--- config.mk ---
export PLATFORM = sky130hd
export DESIGN_NAME = vga_pattern_gen_flat
export DESIGN_NICKNAME = d
export VERILOG_FILES = /design/src/rtl/vga_pkg.sv /design/src/rtl/vga_pattern_gen_if.sv /design/src/rtl/vga_sync_to_count.sv /design/src/rtl/vga_pattern_gen.sv /design/src/flat_wrapper.sv
export SDC_FILE = /design/constraint.sdc
export NUM_CORES = 1
export LEC_CHECK = 0
export BUFFER_PORTS_ARGS = -buffer_cell sky130_fd_sc_hd__buf_2
export CORE_ASPECT_RATIO = 1.75
export CORE_UTILIZATION = 45
export CTS_CLUSTER_SIZE = 25
export DETAILED_ROUTE_END_ITERATION = 12
export PLACE_DENSITY = 0.62
export SLEW_MARGIN = 20
export SYNTH_ARGS = -nofsm -noshare
export SYNTH_HDL_FRONTEND = slang
export SYNTH_HIERARCHICAL = 1
export SYNTH_SLANG_ARGS = --single-unit
export TNS_END_PERCENT = 100
--- constraint.sdc ---
create_clock -name CLK -period 1.9 [get_ports CLK]
set_input_delay 0.38 -clock CLK [delete_from_list [all_inputs] [get_ports CLK]]
set_output_delay 0.38 -clock CLK [all_outputs]
set_load 0.02 [all_outputs]
--- src/rtl/vga_pkg.sv ---
// Shared timing defaults, pattern codes and colour-bar geometry for the
// VGA test-pattern generator.
package vga_pkg;

    localparam int TOTAL_COLS_DEF  = 800;
    localparam int TOTAL_ROWS_DEF  = 525;
    localparam int ACTIVE_COLS_DEF = 640;
    localparam int ACTIVE_ROWS_DEF = 480;
    localparam int VIDEO_WIDTH_DEF = 3;

    localparam int NUM_BARS = 8;
    localparam int PAT_W    = 3;

    typedef enum logic [PAT_W-1:0] {
        PAT_BLACK   = 3'd0,
        PAT_RED     = 3'd1,
        PAT_GRN     = 3'd2,
        PAT_BLU     = 3'd3,
        PAT_CHECKER = 3'd4,
        PAT_BARS    = 3'd5,
        PAT_BORDER  = 3'd6,
        PAT_RSVD    = 3'd7
    } pattern_e;

endpackage

--- src/rtl/vga_pattern_gen_if.sv ---
// Sync/pattern inputs and RGB/sync outputs of the pattern generator.
// The master drives the porched syncs and pattern select, the slave
// (the generator) returns re-timed syncs, colour and lock status.
interface vga_pattern_gen_if
    import vga_pkg::*;
#(
    parameter int VIDEO_WIDTH = VIDEO_WIDTH_DEF
);
    logic                   i_H_Sync;
    logic                   i_V_Sync;
    logic [PAT_W-1:0]       i_Pattern;
    logic                   o_H_Sync;
    logic                   o_V_Sync;
    logic [VIDEO_WIDTH-1:0] o_Red;
    logic [VIDEO_WIDTH-1:0] o_Grn;
    logic [VIDEO_WIDTH-1:0] o_Blu;
    logic                   o_Locked;

    modport master (
        output i_H_Sync, i_V_Sync, i_Pattern,
        input  o_H_Sync, o_V_Sync, o_Red, o_Grn, o_Blu, o_Locked
    );

    modport slave (
        input  i_H_Sync, i_V_Sync, i_Pattern,
        output o_H_Sync, o_V_Sync, o_Red, o_Grn, o_Blu, o_Locked
    );
endinterface

--- src/rtl/vga_sync_to_count.sv ---
// Recovers column/row position from the porched syncs. A rising edge on
// V sync is the frame start; it zeroes the counters and sets the sticky
// lock flag. Between frame starts the counters free-run and wrap, so a
// missing or extra edge simply re-aligns at the next frame start.
module vga_sync_to_count
    import vga_pkg::*;
#(
    parameter int TOTAL_COLS = TOTAL_COLS_DEF,
    parameter int TOTAL_ROWS = TOTAL_ROWS_DEF
) (
    input  logic                          CLK,
    input  logic                          RST_N,
    input  logic                          h_sync_i,
    input  logic                          v_sync_i,
    output logic [$clog2(TOTAL_COLS)-1:0] col_o,
    output logic [$clog2(TOTAL_ROWS)-1:0] row_o,
    output logic                          fs_o,
    output logic                          locked_o,
    output logic                          h_sync_o,
    output logic                          v_sync_o
);
    localparam int COL_W = $clog2(TOTAL_COLS);
    localparam int ROW_W = $clog2(TOTAL_ROWS);

    logic             v_prev_q;
    logic [COL_W-1:0] col_q, col_d;
    logic [ROW_W-1:0] row_q, row_d;
    logic             locked_q;
    logic             h_s1_q, v_s1_q;
    logic             fs;

    assign fs = v_sync_i & ~v_prev_q;

    // Next position: advance, wrap at end of line/frame; frame start wins.
    always_comb begin
        col_d = col_q + COL_W'(1);
        row_d = row_q;
        if (col_q == COL_W'(TOTAL_COLS - 1)) begin
            col_d = '0;
            row_d = (row_q == ROW_W'(TOTAL_ROWS - 1)) ? '0 : row_q + ROW_W'(1);
        end
        if (fs) begin
            col_d = '0;
            row_d = '0;
        end
    end

    // Stage 1 registers: edge history, counters, lock flag, sync delay.
    always_ff @(posedge CLK) begin
        if (!RST_N) begin
            v_prev_q <= 1'b0;
            col_q    <= '0;
            row_q    <= '0;
            locked_q <= 1'b0;
            h_s1_q   <= 1'b0;
            v_s1_q   <= 1'b0;
        end else begin
            v_prev_q <= v_sync_i;
            col_q    <= col_d;
            row_q    <= row_d;
            locked_q <= locked_q | fs;
            h_s1_q   <= h_sync_i;
            v_s1_q   <= v_sync_i;
        end
    end

    assign col_o    = col_q;
    assign row_o    = row_q;
    assign fs_o     = fs;
    assign locked_o = locked_q;
    assign h_sync_o = h_s1_q;
    assign v_sync_o = v_s1_q;
endmodule

--- src/rtl/vga_pattern_gen.sv ---
// Test-pattern generator placed after the porch stage. Position tracking
// lives in vga_sync_to_count; this level latches the pattern at frame
// start, keeps the colour-bar counter and registers RGB together with the
// syncs so both leave two cycles after the input syncs.
module vga_pattern_gen
    import vga_pkg::*;
#(
    parameter int TOTAL_COLS  = TOTAL_COLS_DEF,
    parameter int TOTAL_ROWS  = TOTAL_ROWS_DEF,
    parameter int ACTIVE_COLS = ACTIVE_COLS_DEF,
    parameter int ACTIVE_ROWS = ACTIVE_ROWS_DEF,
    parameter int VIDEO_WIDTH = VIDEO_WIDTH_DEF
) (
    input logic              CLK,
    input logic              RST_N,
    vga_pattern_gen_if.slave vif
);
    localparam int COL_W    = $clog2(TOTAL_COLS);
    localparam int ROW_W    = $clog2(TOTAL_ROWS);
    localparam int BAR_W    = ACTIVE_COLS / NUM_BARS;
    localparam int BAR_PX_W = (BAR_W > 1) ? $clog2(BAR_W) : 1;
    localparam int BAR_K_W  = $clog2(NUM_BARS);

    logic [COL_W-1:0] col;
    logic [ROW_W-1:0] row;
    logic             fs;
    logic             locked;
    logic             h_s1, v_s1;

    vga_sync_to_count #(
        .TOTAL_COLS (TOTAL_COLS),
        .TOTAL_ROWS (TOTAL_ROWS)
    ) u_sync_to_count (
        .CLK      (CLK),
        .RST_N    (RST_N),
        .h_sync_i (vif.i_H_Sync),
        .v_sync_i (vif.i_V_Sync),
        .col_o    (col),
        .row_o    (row),
        .fs_o     (fs),
        .locked_o (locked),
        .h_sync_o (h_s1),
        .v_sync_o (v_s1)
    );

    pattern_e               pat_q, pat_d;
    logic [BAR_PX_W-1:0]    bar_px_q, bar_px_d;
    logic [BAR_K_W-1:0]     bar_k_q, bar_k_d;
    logic                   col_wrap;
    logic                   active;
    logic [VIDEO_WIDTH-1:0] red_d, grn_d, blu_d;
    logic [VIDEO_WIDTH-1:0] red_q, grn_q, blu_q;
    logic                   h_q, v_q;

    assign col_wrap = (col == COL_W'(TOTAL_COLS - 1));

    // Pattern latch and bar counter; the bar counter tracks col so that
    // bar_k_q equals col/BAR_W without a divider.
    always_comb begin
        pat_d    = fs ? pattern_e'(vif.i_Pattern) : pat_q;
        bar_px_d = bar_px_q + BAR_PX_W'(1);
        bar_k_d  = bar_k_q;
        if (bar_px_q == BAR_PX_W'(BAR_W - 1)) begin
            bar_px_d = '0;
            bar_k_d  = bar_k_q + BAR_K_W'(1);
        end
        if (fs || col_wrap) begin
            bar_px_d = '0;
            bar_k_d  = '0;
        end
    end

    // Colour for the current position; black outside the visible area or
    // before the first frame start.
    always_comb begin
        red_d  = '0;
        grn_d  = '0;
        blu_d  = '0;
        active = locked && (col < COL_W'(ACTIVE_COLS)) && (row < ROW_W'(ACTIVE_ROWS));
        if (active) begin
            case (pat_q)
                PAT_RED: red_d = '1;
                PAT_GRN: grn_d = '1;
                PAT_BLU: blu_d = '1;
                PAT_CHECKER: begin
                    if (col[5] ^ row[5]) begin
                        red_d = '1;
                        grn_d = '1;
                        blu_d = '1;
                    end
                end
                PAT_BARS: begin
                    red_d = {VIDEO_WIDTH{bar_k_q[2]}};
                    grn_d = {VIDEO_WIDTH{bar_k_q[1]}};
                    blu_d = {VIDEO_WIDTH{bar_k_q[0]}};
                end
                PAT_BORDER: begin
                    if (col == '0 || col == COL_W'(ACTIVE_COLS - 1) ||
                        row == '0 || row == ROW_W'(ACTIVE_ROWS - 1)) begin
                        red_d = '1;
                        grn_d = '1;
                        blu_d = '1;
                    end
                end
                default: ;
            endcase
        end
    end

    // Stage 2 registers: pattern/bar state plus aligned RGB and syncs.
    always_ff @(posedge CLK) begin
        if (!RST_N) begin
            pat_q    <= PAT_BLACK;
            bar_px_q <= '0;
            bar_k_q  <= '0;
            red_q    <= '0;
            grn_q    <= '0;
            blu_q    <= '0;
            h_q      <= 1'b0;
            v_q      <= 1'b0;
        end else begin
            pat_q    <= pat_d;
            bar_px_q <= bar_px_d;
            bar_k_q  <= bar_k_d;
            red_q    <= red_d;
            grn_q    <= grn_d;
            blu_q    <= blu_d;
            h_q      <= h_s1;
            v_q      <= v_s1;
        end
    end

    assign vif.o_Red    = red_q;
    assign vif.o_Grn    = grn_q;
    assign vif.o_Blu    = blu_q;
    assign vif.o_H_Sync = h_q;
    assign vif.o_V_Sync = v_q;
    assign vif.o_Locked = locked;
endmodule

--- src/flat_wrapper.sv ---
// flat-port wrapper written by rule: the top's interface ports become plain ports
module vga_pattern_gen_flat import vga_pkg::*;
#(
    parameter int TOTAL_COLS  = TOTAL_COLS_DEF,
    parameter int TOTAL_ROWS  = TOTAL_ROWS_DEF,
    parameter int ACTIVE_COLS = ACTIVE_COLS_DEF,
    parameter int ACTIVE_ROWS = ACTIVE_ROWS_DEF,
    parameter int VIDEO_WIDTH = VIDEO_WIDTH_DEF
)
  (CLK, RST_N, vif_i_H_Sync, vif_i_V_Sync, vif_i_Pattern, vif_o_H_Sync, vif_o_V_Sync, vif_o_Red, vif_o_Grn, vif_o_Blu, vif_o_Locked);
  vga_pattern_gen_if #(.VIDEO_WIDTH(VIDEO_WIDTH)) vif_i ();
  input logic CLK;
  input logic RST_N;
  input wire logic [$bits(vif_i.i_H_Sync)-1:0] vif_i_H_Sync;
  input wire logic [$bits(vif_i.i_V_Sync)-1:0] vif_i_V_Sync;
  input wire logic [$bits(vif_i.i_Pattern)-1:0] vif_i_Pattern;
  output wire logic [$bits(vif_i.o_H_Sync)-1:0] vif_o_H_Sync;
  output wire logic [$bits(vif_i.o_V_Sync)-1:0] vif_o_V_Sync;
  output wire logic [$bits(vif_i.o_Red)-1:0] vif_o_Red;
  output wire logic [$bits(vif_i.o_Grn)-1:0] vif_o_Grn;
  output wire logic [$bits(vif_i.o_Blu)-1:0] vif_o_Blu;
  output wire logic [$bits(vif_i.o_Locked)-1:0] vif_o_Locked;
  assign vif_i.i_H_Sync = vif_i_H_Sync;
  assign vif_i.i_V_Sync = vif_i_V_Sync;
  assign vif_i.i_Pattern = vif_i_Pattern;
  assign vif_o_H_Sync = vif_i.o_H_Sync;
  assign vif_o_V_Sync = vif_i.o_V_Sync;
  assign vif_o_Red = vif_i.o_Red;
  assign vif_o_Grn = vif_i.o_Grn;
  assign vif_o_Blu = vif_i.o_Blu;
  assign vif_o_Locked = vif_i.o_Locked;
  vga_pattern_gen #(.TOTAL_COLS(TOTAL_COLS), .TOTAL_ROWS(TOTAL_ROWS), .ACTIVE_COLS(ACTIVE_COLS), .ACTIVE_ROWS(ACTIVE_ROWS), .VIDEO_WIDTH(VIDEO_WIDTH)) u_core (.CLK(CLK), .RST_N(RST_N), .vif(vif_i));
endmodule
## Word level (Yosys, flattened, before mapping)

Index checks and enable logic that the tools add are counted.

- Flip-flop bits (word level): 47
- Latch bits: 0
- Memory bits (writable): 0
- ROM bits: 0
- Input bits: 7
- Word-level logic and storage cells: 54
- Memories kept: 0

- Add/subtract/negate cells: 4
- Multipliers: 0
- Divide/modulo/power cells: 0
- $lt $le $gt $ge: 2
- Equality and inequality tests: 11
- Shift-type cells: 0
- Mux-type cells: 6
- Bitwise logic cells: 5
- Reductions and logical operators: 13

Operator list:

| kind | count |
|---|---|
| one-hot mux 3 bit (4 select lines) | 3 |
| equality test 10 bit (second input constant) | 3 |
| adder 10 x 1 -> 10 bit (second input constant) | 2 |
| logical NOT 10 bit | 2 |
| equality test 10 x 9 -> 1 bit (second input constant) | 1 |
| less-than comparator 10 bit (second input constant) | 1 |
| less-than comparator 10 x 9 -> 1 bit (second input constant) | 1 |
| two-way mux 10 bit | 1 |
| equality test 3 bit (second input constant) | 3 |
| adder 7 x 1 -> 7 bit (second input constant) | 1 |
| equality test 7 bit (second input constant) | 1 |
| equality test 3 x 2 -> 1 bit (second input constant) | 2 |
| two-way mux 3 bit | 2 |
| OR reduction 3 bit | 2 |
| logical OR 1 bit | 4 |
| OR reduction 2 bit | 2 |
| adder 3 x 1 -> 3 bit (second input constant) | 1 |
| equality test 3 x 1 -> 1 bit (second input constant) | 1 |
| logical AND 1 bit | 2 |
| inverter 1 bit | 2 |
| AND reduction 2 bit | 1 |
| bitwise AND 1 bit | 1 |
| bitwise OR 1 bit | 1 |
| XOR 1 bit | 1 |

## Logic depth before layout (Yosys ltp)

- Word-level depth: 6
- Gate-level depth with buffers: 6
- Depth with buffers taken out: 5

## By module

The synthesis kept the hierarchy.

By module, submodules not included:

| module | instances | cells an instance | area each (µm²) | sequential area each (µm²) |
|---|---|---|---|---|
| vga_sync_to_count | 1 | 116 | 1,077.3 | 460.4 |
| vga_pattern_gen | 1 | 103 | 975.9 | 360.3 |

## Least setup slack after synthesis

No wires, ideal clock.

- Path kind: register to register
- Start point: register u_core.u_sync_to_count.col_q[0] (netlist: u_core/u_sync_to_count/col_o[0])
- End point: register u_core.u_sync_to_count.row_q[5] (netlist: u_core/u_sync_to_count/row_o[5])
- Library setup time: 0.072 ns
- Arrival: 1.551 ns
- Data required time: 1.828 ns
- Setup slack: 0.277 ns
- Cell stages (with the launch flop): 6
- Path buffers: 0
- Clock period less this slack: 1.623 ns
- Path through: dfxtp_1 ha_1 and4_4 nand3_4 or4_1 a21oi_1

- Longest elaborated chain between the ends: 1

Ends and longest elaborated chain:

| what | RTL line | RTL |
|---|---|---|
| start, declared | vga_sync_to_count.sv:26 | `logic [COL_W-1:0] col_q, col_d;` |
| start signal, assigned | vga_sync_to_count.sv:59 | `col_q <= col_d;` |
| equality test 10 bit | vga_sync_to_count.sv:38 | `if (col_q == COL_W'(TOTAL_COLS - 1)) begin` |
| end signal, assigned | vga_sync_to_count.sv:60 | `row_q <= row_d;` |
| end, declared | vga_sync_to_count.sv:27 | `logic [ROW_W-1:0] row_q, row_d;` |

No other way between the ends.
A chain may end at the register's enable or synchronous reset.

## Worst setup path in the final report

Ends and elaborated chain as after synthesis.

==> results by group <==
Run status
  • Status: complete, no violations

CTS
  • Root Buffer: clkbuf_8
  • Post-CTS Setup Bufs: 0
  • Clock sink total: between 40 and 50
  • H-Tree Depth: 2
  • Maximum root-to-sink buffer count: 2
  • CTS clk-pin slew, worst paths: roughly 80 ps
  • Worst skew pair latency: around 290 ps
  • CTS tree: yes
  • CTS resizes: 0
  • CTS buffer count: 5
  • Hold buffers post-CTS: 0

Route
  • Vias: between 1500 and 2000
  • # DRC: 0
  • Uppermost routed layer: met4
  • WL met3: around 110 µm
  • Antenna violation net count after detailed routing: 0
  • Avg Vias per Cell: between 5 and 6
  • M1 wire length: roughly 1600 µm
  • Routed WL per cell: between 10 and 15 µm
  • Final wirelength: 4120 µm
  • Wire length on met2: between 2000 and 2500 µm
  • Drt first-iter violations: 16
  • First drt pass iteration count: 4

Final layout
  • Ant. Diodes: 0
  • Share of cells above drive strength 1: a little under a fifth
  • Nets: ~250
  • Fillers: around 440
  • Syn-to-layout area delta: 10.1%

Critical path
  • R2r setup slk: 110 ps
  • CP max FO: 14
  • Critical Path Source Type: flop
  • Worst path arrival time: ~2000 ps
  • Reg-to-reg endpoint: u_core/u_sync_to_count/row_o[5]$_SDFFE_PP0N_
  • Reg2reg start: u_core/u_sync_to_count/col_o[0]$_SDFF_PP0_
  • CP Class: reg -> reg
  • R2R cell count: 5
  • Critical Path RT: 2120 ps
  • Crit path capture type: flop

Die
  • Die width: 53.1 µm
  • Die ar.: ~0.0048 mm²
  • Die Span Y: about 91 µm
  • FP Rows: 32
  • IO Pins: 19
  • Initial Utilization: 46.6%
  • Core ar.: around 0.0044 mm²

Synthesis
  • Synth Area in Simple Gates: 32.1%
  • Seq/Total Area, Yosys: between 30% and 40%
  • Adder-Cell Fraction of Synth Area: 3.05%
  • Main combinational cell family by area after synthesis: simple AND/OR/NAND/NOR gates
  • Syn nets: between 200 and 250
  • Cell area after synthesis: between 0.002 and 0.0025 mm²
  • Top-area cell type share of the netlist area: around two fifths
  • FFs w/ async S/R, synth: 0%
  • Xor-xnor portion of the synthesized cell area: a little over 8%
  • Avg Cell Area, Syn: ~9.4 µm²
  • Synth Register Bits: 41
  • Synth Flop Type: dfxtp_1
  • Yosys Warn Count: 6
  • Mux share of post-synthesis cell area: 2.93%
  • Mapped Cells: 219
  • Post-synth cell types: 50
  • Area leader, netlist: dfxtp_1
  • Largest cells by area after synthesis: dfxtp_1 40%, nor2_1 4.4%, xnor2_1 4.3%
  • Compound-cell area share of the yosys netlist: between 8 and 9%
  • EDFF count, synth: 0

STA
  • Total negative slack: 0 ps
  • Final slew viol count: 0
  • Slew Limit Headroom: roughly two thirds
  • Final Worst Setup Slack: 110 ps
  • Final setup viols: 0
  • Count of final hold-check violations: 0
  • Least-Margin Pin Slew: 471 ps
  • RSZ-0062 raised after global routing: false
  • FMAX: 559 MHz
  • Clock skew: between 7 and 8 ps
  • Period minus WS final: 1790 ps
  • Period utilisation layout: a little over nine tenths

Global route
  • First-pass GRT wire length: approximately 6700 µm
  • Pin count of the biggest net entering global routing: 15
  • Vias in the first global route: 1500
  • Initial antenna violation count: 0
  • Total gr overflow: 0
  • All-layer global routing usage: a little under a fifth

Place
  • Post-Place Setup Slack: 145 ps
  • GP Congestion: roughly 0.89
  • Post-detail-place hpwl: around 3200 µm
  • Buffers on Ports: 18

Power and ir drop
  • VDD IR max: about 0.44 mV
  • Power per cell area: approximately 680 mW/mm²
  • Lkg Pwr: 0.851 nW

Min path
  • Worst hold path type: in -> reg
  • WHS Path Cells: 2
  • Worst Min Path Start: vif_i_H_Sync
  • WHS Endpoint: u_core/u_sync_to_count/h_sync_o$_SDFF_PN0_

Run
  • Max_cap viols: 0
-- cell usage in the layout (no fill, tap or decap), types with 2 or more instances in the layout --
cell type  count
dfxtp_1       41
nor2_1        24
buf_2         18
nand2_1       14
nand3_1       13
xnor2_1       10
xor2_1         9
nand4_1        8
or4_1          7
buf_4          7
mux2i_1        6
inv_1          6
clkbuf_8       5
nor2b_1        5
a31oi_1        5
ha_1           5
o31ai_1        5
and2_1         4
nor3_1         4
a21oi_1        4
and3_1         3
nand2b_1       3
clkinv_2       2
nor4b_1        2
nor4_1         2
o21ai_0        2
nand3b_1       2
-- area by class of cell --
type | instances | area [µm²] | area share, %
tap | 51 | 63.8 | 2.82
clock buffer | 6 | 72.6 | 3.21
sequential | 41 | 821 | 36.3
timing repair buffer | 25 | 143 | 6.31
clock inverter | 2 | 10.0 | 0.443
inverter | 6 | 22.5 | 0.997
multi-input combinational | 162 | 1130 | 49.9
-- state kept, by name, summed over array words and instances (netlist names), 3 cells and up --
signal                        cells
u_core/u_sync_to_count/col_o     10
u_core/pat_q                      3
u_core/u_sync_to_count/row_o     10
u_core/bar_k_q                    3
u_core/bar_px_q                   7
-- per-stage QoR --
step                instances  total power (W)  area, µm²  util [%]  hold slack (ps)
floorplan                 219         0.000970       2050         -              411
global placement          285          0.00101       2180      49.4              415
detailed placement        285          0.00101       2180      49.4              432
CTS                       293          0.00156       2260      51.3              292
global route              293          0.00161       2260      51.3              293
finish                    293          0.00153       2260      51.3              293
-- worst max-delay path: stages, from the launching register on --
cell	delay, ps
dfxtp_1	420
ha_1	200
and4_4	270
nand3_4	140
or4_1	540
a21oi_1	150
-- kinds of logic (layout without fill, tap and decap cells) --
group,after synthesis,in the layout
muxes,6,6
DFF,41,41
xor gates and xnor gates,19,19
buffers and inverters,16,39
AOI/OAI and AO/OA,23,23
adders and majority gates,5,5
and+or+nand+nor,109,109
-- how the worst max path moves through the flow --
stage | cells past startpoint | end | start | slack [ps]
floorplan | 5 | u_core/u_sync_to_count/row_o[5]$_SDFFE_PP0N_ | u_core/u_sync_to_count/col_o[0]$_SDFF_PP0_ | 280
global placement | 5 | u_core/u_sync_to_count/row_o[5]$_SDFFE_PP0N_ | u_core/u_sync_to_count/col_o[0]$_SDFF_PP0_ | 190
detailed placement | 5 | u_core/u_sync_to_count/row_o[5]$_SDFFE_PP0N_ | u_core/u_sync_to_count/col_o[0]$_SDFF_PP0_ | 150
CTS | 5 | u_core/u_sync_to_count/row_o[5]$_SDFFE_PP0N_ | u_core/u_sync_to_count/col_o[0]$_SDFF_PP0_ | 120
global route | 5 | u_core/u_sync_to_count/row_o[7]$_SDFFE_PP0N_ | u_core/u_sync_to_count/col_o[0]$_SDFF_PP0_ | 2
finish | 5 | u_core/u_sync_to_count/row_o[5]$_SDFFE_PP0N_ | u_core/u_sync_to_count/col_o[0]$_SDFF_PP0_ | 110
-- synthesized netlist by cell type (2+ instances only) --
library cell	count
dfxtp_1	41
nor2_1	24
nand2_1	14
nand3_1	13
xnor2_1	10
xor2_1	9
buf_4	8
nand4_1	8
or4_1	7
inv_1	6
mux2i_1	6
a31oi_1	5
ha_1	5
nor2b_1	5
o31ai_1	5
a21oi_1	4
and2_1	4
nor3_1	4
and3_1	3
nand2b_1	3
buf_6	2
nand3b_1	2
nor4_1	2
nor4b_1	2
o21ai_0	2
-- where the power goes --
part	switching, W	internal [W]	total (W)
registers	0.0000143	0.000875	0.000889
clock network	0.000293	0.000255	0.000548
logic	0.0000526	0.0000445	0.0000971
-- routing by layer --
| layer | vias up | GRT usage [%] |
|---|---|---|
| met5 | - | 0 |
| met4 | 0 | 7.68 |
| met3 | 7 | 3.69 |
| met2 | 26 | 35.2 |
| met1 | 769 | 18.7 |
| li1 | 829 | - |
Note: power is estimated with default switching activity, not from simulation.
